[src/rtl/fir_post_proc_pkg.sv]
// Shared types and constants for the accelerometer FIR post-processor.
// Holds the tilt and sequencer encodings plus the filter gain reference.
package fir_post_proc_pkg;

  localparam int OUT_W_DEF = 16;
  localparam int FIR_GAIN  = 9286;

  typedef enum logic [1:0] {
    TILT_CENTER = 2'b00,
    TILT_POS    = 2'b01,
    TILT_NEG    = 2'b10
  } tilt_e;

  typedef enum logic [1:0] {
    ST_IDLE    = 2'b00,
    ST_SETTLE  = 2'b01,
    ST_CAPTURE = 2'b10
  } state_e;

endpackage

[src/rtl/fir_round_sat.sv]
// Combinational round-half-up arithmetic shift followed by signed saturation
// to OUT_W bits; the add is done at 33 bits so it cannot overflow.
module fir_round_sat #(
  parameter int SHIFT = 13,
  parameter int OUT_W = 16
) (
  input  logic [31:0]      din,
  output logic [OUT_W-1:0] dout
);

  localparam logic signed [32:0] HALF = 33'sd1 <<< (SHIFT - 1);
  localparam logic signed [32:0] MAXV = (33'sd1 <<< (OUT_W - 1)) - 33'sd1;
  localparam logic signed [32:0] MINV = -(33'sd1 <<< (OUT_W - 1));

  logic signed [32:0] sum;
  logic signed [32:0] shifted;

  always_comb begin
    sum     = $signed({din[31], din}) + HALF;
    shifted = sum >>> SHIFT;
    if (shifted > MAXV) begin
      dout = MAXV[OUT_W-1:0];
    end else if (shifted < MINV) begin
      dout = MINV[OUT_W-1:0];
    end else begin
      dout = shifted[OUT_W-1:0];
    end
  end

endmodule

[src/rtl/fir_post_proc.sv]
// FIR post-processor: tick-synchronised capture, round/saturate, decimation,
// tilt hysteresis and valid/ready output. Optional min/max via FIR_POST_STATS_EN.
module fir_post_proc
  import fir_post_proc_pkg::*;
#(
  parameter int SETTLE_CYCLES = 2,
  parameter int SHIFT         = 13,
  parameter int OUT_W         = OUT_W_DEF,
  parameter int DECIM         = 1,
  parameter int TH_ON         = 2000,
  parameter int TH_OFF        = 1000
) (
  input  logic             clk,
  input  logic             reset_n,
  input  logic             sample_tick,
  input  logic [31:0]      fir_value,
  output logic [OUT_W-1:0] out_data,
  output logic             out_valid,
  input  logic             out_ready,
  output logic [1:0]       tilt_dir,
  output logic             overrun,
  input  logic             overrun_clr,
  output logic [OUT_W-1:0] stat_min,
  output logic [OUT_W-1:0] stat_max,
  input  logic             stat_clr
);

  localparam logic [3:0] SETTLE_LOAD = 4'(SETTLE_CYCLES - 1);
  localparam logic [7:0] DECIM_LAST  = 8'(DECIM - 1);
  localparam logic signed [OUT_W-1:0] TH_ON_P  = OUT_W'(TH_ON);
  localparam logic signed [OUT_W-1:0] TH_ON_N  = OUT_W'(-TH_ON);
  localparam logic signed [OUT_W-1:0] TH_OFF_P = OUT_W'(TH_OFF);
  localparam logic signed [OUT_W-1:0] TH_OFF_N = OUT_W'(-TH_OFF);

  state_e            state_reg, state_next;
  logic [3:0]        settle_cnt_reg, settle_cnt_next;
  logic              tick_prev_reg;
  logic [31:0]       fir_cap_reg;
  logic [7:0]        decim_cnt_reg;
  logic [OUT_W-1:0]  out_data_reg;
  logic              out_valid_reg;
  logic              overrun_reg;
  tilt_e             tilt_reg, tilt_next;
  logic              tick_edge, capture_en, emit;
  logic [OUT_W-1:0]  scaled;
  logic signed [OUT_W-1:0] s;

  assign tick_edge = sample_tick & ~tick_prev_reg;
  assign emit      = (state_reg == ST_CAPTURE) && (decim_cnt_reg == DECIM_LAST);
  assign s         = $signed(scaled);

  fir_round_sat #(.SHIFT(SHIFT), .OUT_W(OUT_W)) u_round_sat (
    .din  (fir_cap_reg),
    .dout (scaled)
  );

  // A fresh edge always wins: it restarts settling even mid-SETTLE or in CAPTURE.
  always_comb begin
    state_next      = state_reg;
    settle_cnt_next = settle_cnt_reg;
    capture_en      = 1'b0;
    case (state_reg)
      ST_IDLE: begin
        if (tick_edge) begin
          state_next      = ST_SETTLE;
          settle_cnt_next = SETTLE_LOAD;
        end
      end
      ST_SETTLE: begin
        if (tick_edge) begin
          settle_cnt_next = SETTLE_LOAD;
        end else if (settle_cnt_reg == 4'd0) begin
          state_next = ST_CAPTURE;
          capture_en = 1'b1;
        end else begin
          settle_cnt_next = settle_cnt_reg - 4'd1;
        end
      end
      ST_CAPTURE: begin
        if (tick_edge) begin
          state_next      = ST_SETTLE;
          settle_cnt_next = SETTLE_LOAD;
        end else begin
          state_next = ST_IDLE;
        end
      end
      default: state_next = ST_IDLE;
    endcase
  end

  always_comb begin
    tilt_next = tilt_reg;
    case (tilt_reg)
      TILT_CENTER: begin
        if (s >= TH_ON_P)      tilt_next = TILT_POS;
        else if (s <= TH_ON_N) tilt_next = TILT_NEG;
      end
      TILT_POS: begin
        if (s <= TH_ON_N)       tilt_next = TILT_NEG;
        else if (s < TH_OFF_P)  tilt_next = TILT_CENTER;
      end
      TILT_NEG: begin
        if (s >= TH_ON_P)       tilt_next = TILT_POS;
        else if (s > TH_OFF_N)  tilt_next = TILT_CENTER;
      end
      default: tilt_next = TILT_CENTER;
    endcase
  end

  always_ff @(posedge clk or negedge reset_n) begin
    if (!reset_n) begin
      state_reg      <= ST_IDLE;
      settle_cnt_reg <= 4'd0;
      tick_prev_reg  <= 1'b0;
      fir_cap_reg    <= 32'd0;
      decim_cnt_reg  <= 8'd0;
      out_data_reg   <= '0;
      out_valid_reg  <= 1'b0;
      overrun_reg    <= 1'b0;
      tilt_reg       <= TILT_CENTER;
    end else begin
      state_reg      <= state_next;
      settle_cnt_reg <= settle_cnt_next;
      tick_prev_reg  <= sample_tick;
      if (capture_en) fir_cap_reg <= fir_value;
      if (state_reg == ST_CAPTURE) begin
        decim_cnt_reg <= (decim_cnt_reg == DECIM_LAST) ? 8'd0 : decim_cnt_reg + 8'd1;
      end
      if (emit) begin
        out_data_reg  <= scaled;
        out_valid_reg <= 1'b1;
        tilt_reg      <= tilt_next;
      end else if (out_valid_reg && out_ready) begin
        out_valid_reg <= 1'b0;
      end
      // Overwriting an unconsumed sample beats a simultaneous clear.
      if (emit && out_valid_reg && !out_ready) begin
        overrun_reg <= 1'b1;
      end else if (overrun_clr) begin
        overrun_reg <= 1'b0;
      end
    end
  end

  assign out_data  = out_data_reg;
  assign out_valid = out_valid_reg;
  assign tilt_dir  = tilt_reg;
  assign overrun   = overrun_reg;

`ifdef FIR_POST_STATS_EN
  logic signed [OUT_W-1:0] stat_min_reg, stat_max_reg;
  logic                    stat_first_reg;

  always_ff @(posedge clk or negedge reset_n) begin
    if (!reset_n) begin
      stat_min_reg   <= '0;
      stat_max_reg   <= '0;
      stat_first_reg <= 1'b1;
    end else if (emit) begin
      stat_first_reg <= 1'b0;
      if (stat_first_reg || stat_clr) begin
        stat_min_reg <= s;
        stat_max_reg <= s;
      end else begin
        if (s < stat_min_reg) stat_min_reg <= s;
        if (s > stat_max_reg) stat_max_reg <= s;
      end
    end else if (stat_clr) begin
      stat_min_reg   <= '0;
      stat_max_reg   <= '0;
      stat_first_reg <= 1'b1;
    end
  end

  assign stat_min = stat_min_reg;
  assign stat_max = stat_max_reg;
`else
  logic unused_stat_clr;
  assign unused_stat_clr = stat_clr;
  assign stat_min = '0;
  assign stat_max = '0;
`endif

endmodule

[config.mk]
export PLATFORM = sky130hd
export DESIGN_NAME = fir_post_proc
export DESIGN_NICKNAME = d
export VERILOG_FILES = /design/src/rtl/fir_post_proc_pkg.sv /design/src/rtl/fir_round_sat.sv /design/src/rtl/fir_post_proc.sv
export SDC_FILE = /design/constraint.sdc
export NUM_CORES = 1
export LEC_CHECK = 0
export BUFFER_PORTS_ARGS = -buffer_cell sky130_fd_sc_hd__buf_2
export CORE_AREA = 2 2 90 74
export DETAILED_ROUTE_END_ITERATION = 8
export DIE_AREA = 0 0 92 76
export PLACE_DENSITY = 0.84
export SLEW_MARGIN = 30
export SYNTH_ARGS = -nofsm -noshare
export SYNTH_HDL_FRONTEND = slang
export SYNTH_SLANG_ARGS = --single-unit
[constraint.sdc]
create_clock -name clk -period 5.8 [get_ports clk]
set_input_delay 1.74 -clock clk [delete_from_list [all_inputs] [get_ports clk]]
set_output_delay 1.74 -clock clk [all_outputs]
set_load 0.005 [all_outputs]
==> results of run 1 <==
[report_power, final]
part,internal [mW],switching [mW]
sequential,0.528,0.196
clock,0.0977,0.128
combinational,0.293,0.344
total,0.919,0.669
[cells in the final DEF (no fill, tap or decap), types with 3 or more instances in the layout]
cell type	count
nor3_1	8
inv_1	12
nand3_1	10
nor4_2	3
o21ai_0	10
nand4_1	9
a21oi_1	22
o22ai_1	4
ha_1	4
nor4_1	4
a31oi_1	3
or3_1	5
xnor2_1	15
xor2_1	5
a22o_1	3
conb_1	32
dfrtp_1	55
o22a_1	15
buf_2	44
nor2_1	12
nand2_1	76
nor2b_1	3
nand2b_1	4
a21o_1	3
clkbuf_8	6
[kinds of logic after synthesis]
group                    share of synthesized area, %
AND/OR/NAND/NOR                                 23.18
XOR/XNOR                                        5.176
multiplexers                                   0.9242
flip-flops                                      40.67
AO/OA/AOI/OAI                                   17.45
other                                          0.1108
adder cells (fa/ha/maj)                         1.479
buffers and inverters                           11.02
[cell type report]
| type | count | area (sq um) |
|---|---|---|
| clock buffer | 6 | 82.58 |
| clock inverter | 2 | 16.27 |
| fill | 597 | 2572 |
| inverter | 12 | 45.04 |
| multi-input combinational | 297 | 1755 |
| sequential | 55 | 1376 |
| tap | 84 | 105.1 |
| timing repair buffer | 45 | 227.7 |
[routing by layer]
metal	global-route usage (%)	up-vias	wire [um]
met5	0	-	0
met4	5.522	0	72
met3	3.165	7	468
met2	28.38	118	2868
met1	33.14	1315	3432
li1	-	1362	-
[path summary, 6_finish.rpt]
check | end | slack [ns] | depth (start not counted)
setup / recovery | out_data[5]$_DFFE_PN0P_ | 2.52 | 6
hold / removal | decim_cnt_reg[7]$_DFFE_PN0P_ | 0.48 | 1
setup reg to reg | out_data[5]$_DFFE_PN0P_ | 2.52 | 6
hold reg to reg | decim_cnt_reg[7]$_DFFE_PN0P_ | 0.48 | 1
max in group asynchronous | settle_cnt_reg[0]$_DFFE_PN0P_ | 3.82 | 2
min in group asynchronous | fir_cap_reg[17]$_DFFE_PN0P_ | 1.53 | 2
[cell usage after synthesis, types with 3 or more instances]
library cell,n
nand2_1,76
dfrtp_1,55
buf_4,32
a21oi_1,22
o22a_1,15
xnor2_1,15
inv_1,12
nor2_1,12
clkbuf_1,10
nand3_1,10
o21ai_0,10
nand4_1,9
nor3_1,8
buf_2,7
or3_1,5
xor2_1,5
ha_1,4
nand2b_1,4
nor4_1,4
o22ai_1,4
a21o_1,3
a22o_1,3
a31oi_1,3
nor2b_1,3
nor4_2,3
[through the flow]
stage	cells	util (%)
2_1_floorplan	415	-
3_3_place_gp	493	56.72
3_5_place_dp	493	56.78
4_1_cts	501	58.38
5_1_grt	501	58.38
6_report	501	58.38
[critical path, stage by stage (launching register included)]
cell and delay [ns]:
dfrtp_1 0.47, ha_1 0.43, nand4_2 0.29, or4_1 0.59, o31a_1 0.56, o21ai_2 0.63, o22a_1 0.25
==> results.cfg, run 1 <==
[outcome]
status = finished, final reports clean

[global_routing]
antenna_found_initial = 0
grt_pass1_vias = 2466
overflow = 0
grt_usage_pct = 20.47
grt_max_degree = 56
grt_pass1_wl_um = 11790

[floorplanning]
die_y_um = 76
rows = 26
die_area_sq_um = 6992
start_util_pct = 54.76
coreArea_sq_um = 6181
dieWidth_um = 92
io_pins = 90

[cts]
clockBufferDepth = 2
clk_latency_ns = 0.32
cts_inserted_buffers = 5
ctsHoldBuffers = 0
clkTransAtPathRegs_ns = 0.10
ctsResizeCount = 0
cts-root-buf = clkbuf_8
post_cts_buffers = 0
cts_tree = yes
ctsHtreeMaxLevel = 2
cts.sinks = 55

[hold_path]
hp-class = reg2reg
hp-start = decim_cnt_reg[7]$_DFFE_PN0P_

[setup_path]
critPathRequiredTime_ns = 6.06
crit-reg2reg-launch = fir_cap_reg[12]$_DFFE_PN0P_
crit_fanout = 21
path_class = reg2reg
cp.arrival_ns = 3.53
start_kind = flip-flop
endpoint_kind = flip-flop
crit_path_start = fir_cap_reg[12]$_DFFE_PN0P_

[drt]
antenna_left = 0
drt_iter0_markers = 190
drcViolationCount = 0
avgViaCountPerCell = 5.593
first_pass_iters = 5
wl_per_cell_um = 13.65
routed_wl_um = 6841
num_vias = 2802

[run]
maxCapViolCount = 0

[yosys]
syn-cell-area_sq_um = 3384
synthArstFlopShare_pct = 100.0
synth_cells = 384
synth_warnings = 0
ys_ff_latch = 55
synth_area_leaders = dfrtp_1 41%, nand2_1 8.4%, buf_4 7.1%
synth_flop_cell = dfrtp_1
avgSynthCellArea_sq_um = 8.814
synth.distinct_cells = 59
yosysSeqAreaShare_pct = 40.67
synth_edf_count = 0
synth.top_cell.area_share_pct = 40.67
synth_area_leader_cell = dfrtp_1

[finish]
final_nets = 458
largest_register_ffs = 20
layout-drive-gt1-share_pct = 15.11
final_cell_area_sq_um = 3608
areaGrowthSynthToFinish_pct = 6.617
n_antenna_cell = 0

[timing]
slew_headroom_pct = 47.98
drv_slew = 0
rsz0062_at_grt = no
finalCriticalPeriod_ns = 3.276
whs_ns = 0.4761
fin_skew_ns = 0.01126
tightest_slew_ns = 0.7803
setup_tns_ns = 0
fmax_mhz = 305.3
hold_viol_final = 0
fin_ws_ns = 2.524
finalSetupViolCount = 0
period_share_pct = 56.48

[place]
dpl_worst_slack_ns = 2.322
dp_hpwl_um = 5039
port-buffer-count = 44
place_area_sq_um = 3510
gp_congestion = 0.9093

[power_and_ir_drop]
p_per_area_nw_per_um2 = 440.0
leakagePower_nw = 1.594
ir_worst_vdd_uv = 204.9
power_mw = 1.588
(Power assumes the default switching activity.)
==> run 2, diff against run 1 <==
--- a/config.mk
+++ b/config.mk
@@ -6,10 +6,10 @@
 export NUM_CORES = 1
 export LEC_CHECK = 0
 export BUFFER_PORTS_ARGS = -buffer_cell sky130_fd_sc_hd__buf_2
-export CORE_AREA = 2 2 90 74
+export CORE_AREA = 2 2 97 81
 export DETAILED_ROUTE_END_ITERATION = 8
-export DIE_AREA = 0 0 92 76
-export PLACE_DENSITY = 0.84
+export DIE_AREA = 0 0 99 83
+export PLACE_DENSITY = 0.75
 export SLEW_MARGIN = 30
 export SYNTH_ARGS = -nofsm -noshare
 export SYNTH_HDL_FRONTEND = slang
==> constraint.sdc (replaced) <==
create_clock -name clk -period 3 [get_ports clk]
set_input_delay 0.9 -clock clk [delete_from_list [all_inputs] [get_ports clk]]
set_output_delay 0.9 -clock clk [all_outputs]
set_load 0.005 [all_outputs]
==> run 2 against run 1 <==
  * Power up 97%
  * First-iteration DRC count fell by 17%
  * Global-route usage decreased by 2.3 points
  * Setup slack lost 2.3 ns
  * Sequential cell count unchanged
  * Sequential power rose by 89%
  * Maximum frequency grew 18%
  * Worst hold slack barely moved
  * Clock skew barely moved
  * Core utilization down 6.6 points
  * Critical path depth up 2
==> results.cfg, run 2 (synthesis results as in run 1) <==
[hold_path]
min_path_cells = 1
hp-start = decim_cnt_reg[7]$_DFFE_PN0P_
hp-class = reg2reg
holdPathEnd = decim_cnt_reg[7]$_DFFE_PN0P_

[drt]
drt_iter0_markers = 157
num_vias = 2838
avgViaCountPerCell = 5.447
routed_wl_um = 7308
antenna_left = 0
drcViolationCount = 0
first_pass_iters = 4
wl_per_cell_um = 14.03

[floorplanning]
die_y_um = 83
io_pins = 90
dieWidth_um = 99
start_util_pct = 47.13
rows = 28
die_area_sq_um = 8217
coreArea_sq_um = 7182

[timing]
finalCriticalPeriod_ns = 2.779
setup_tns_ns = 0
whs_ns = 0.4760
rsz0062_at_grt = no
hold_viol_final = 0
fin_ws_ns = 0.2205
fmax_mhz = 359.8
period_share_pct = 92.65
tightest_slew_ns = 0.7137
fin_skew_ns = 0.01081
finalSetupViolCount = 0
drv_slew = 0
slew_headroom_pct = 52.37

[setup_path]
start_kind = flip-flop
r2r_cells = 8
cp_top_family = compound AO/OA/AOI/OAI gates
cp.arrival_ns = 2.99
path_class = reg2reg
max_stage_delay_ns = 0.52
endpoint_kind = flip-flop
critPathRequiredTime_ns = 3.21
crit_fanout = 17
cp_num_buf_inv = 1
reg2reg_to = tilt_dir[1]$_DFFE_PN0P_
timing.reg2reg.setup_slack_ns = 0.22
crit-reg2reg-launch = fir_cap_reg[17]$_DFFE_PN0P_
crit_chain = nand4_2 -> buf_4 -> or3_1 -> nor4b_1 -> o21ai_0 -> a22o_1 -> o31ai_1 -> a21oi_1
cp_slowest_cell = dfrtp_1

[global_routing]
grt_pass1_wl_um = 12390
grt_usage_pct = 18.21
grt_pass1_vias = 2586
antenna_found_initial = 0
grt_max_degree = 30
overflow = 0

[power_and_ir_drop]
power_frac_comb_pct = 43.1
p_per_area_nw_per_um2 = 843.0
leakagePower_nw = 1.657
switching_power_mw = 1.326
seq_power_share_pct = 43.7
switching_share_pct = 42.29
power_frac_clock_pct = 13.3
internal_power_mw = 1.810
ir_worst_vdd_uv = 368.4
power_mw = 3.136

[place]
dpl_worst_slack_ns = 0.2434
gp_congestion = 0.9050
port-buffer-count = 44
place_area_sq_um = 3631
dp_hpwl_um = 5576
placed_cells = 513

[finish]
fin_util_pct = 51.79
seq_area_sq_um = 1376
instances_no_fill = 521
final_cell_mix = 76 x nand2_1, 55 x dfrtp_1, 44 x buf_2
largest_register_ffs = 20
final_cell_area_sq_um = 3720
multi_input_area_sq_um = 1752
fill_cells = 691
n_antenna_cell = 0
final_common_cell = nand2_1
final_nets = 472
layout-drive-gt1-share_pct = 17.63
areaGrowthSynthToFinish_pct = 9.908

[cts]
post_cts_buffers = 0
cts_inserted_buffers = 5
cts_tree = yes
clockBufferDepth = 2
clkTransAtPathRegs_ns = 0.10
ctsHtreeMaxLevel = 2
ctsHoldBuffers = 0
ctsResizeCount = 0
cts-root-buf = clkbuf_8
clk_latency_ns = 0.32
cts.sinks = 55

[run]
maxCapViolCount = 0

[outcome]
status = finished, final reports clean
[run 2: changes by cell type in the layout (fill, tap and decap cells not counted)]
cell | previous run | this run
clkinv_4 | 1 | 0
buf_4 | 1 | 14
o21ai_1 | 1 | 2
clkinv_2 | 0 | 1
o21ai_2 | 1 | 0
clkbuf_8 | 6 | 5
buf_12 | 0 | 1
clkinvlp_4 | 1 | 2
[run 2: how the worst max path moves through the flow]
stage                                      startpoint                       end  slack [ns]  depth (start not counted)
after floorplan           fir_cap_reg[12]$_DFFE_PN0P_  out_data[10]$_DFFE_PN0P_        0.44                         10
after global placement    fir_cap_reg[12]$_DFFE_PN0P_   out_data[6]$_DFFE_PN0P_        0.39                          8
after detailed placement  fir_cap_reg[17]$_DFFE_PN0P_   tilt_dir[1]$_DFFE_PN0P_        0.24                          8
after CTS                 fir_cap_reg[17]$_DFFE_PN0P_   tilt_dir[1]$_DFFE_PN0P_        0.23                          8
after global routing      fir_cap_reg[17]$_DFFE_PN0P_   tilt_dir[1]$_DFFE_PN0P_        0.09                          8
final                     fir_cap_reg[17]$_DFFE_PN0P_   tilt_dir[1]$_DFFE_PN0P_        0.22                          8
[run 2: layout make-up]
class | instances | area share, %
multi-input combinational | 297 | 47.09
sequential | 55 | 37.00
timing repair buffer | 59 | 9.284
tap | 90 | 3.027
clock buffer | 5 | 1.850
inverter | 12 | 1.211
clock inverter | 3 | 0.5382
[run 2: layer usage]
layer	GRT usage (%)	part of all wire (%)
met5	0	0
met4	3.487	0.89
met2	25.86	41
met3	4.882	6.3
met1	27.90	52
[run 2: power groups by stage]
stage / sequential [mW] / combinational (mW) / clock [mW]
final: 1.37 / 1.35 / 0.416
after global routing: 1.41 / 1.52 / 0.457
after CTS: 1.36 / 1.35 / 0.423
after detailed placement: 1.38 / 1.35 / 0
after global placement: 1.36 / 1.31 / 0
after floorplan: 1.26 / 1.02 / 0
[run 2: worst reg2reg max path, cell delays in order, from the launching register on]
cell and delay, ns:
dfrtp_1 0.52, nand4_2 0.18, buf_4 0.21, or3_1 0.46, nor4b_1 0.30, o21ai_0 0.16
a22o_1 0.40, o31ai_1 0.34, a21oi_1 0.12
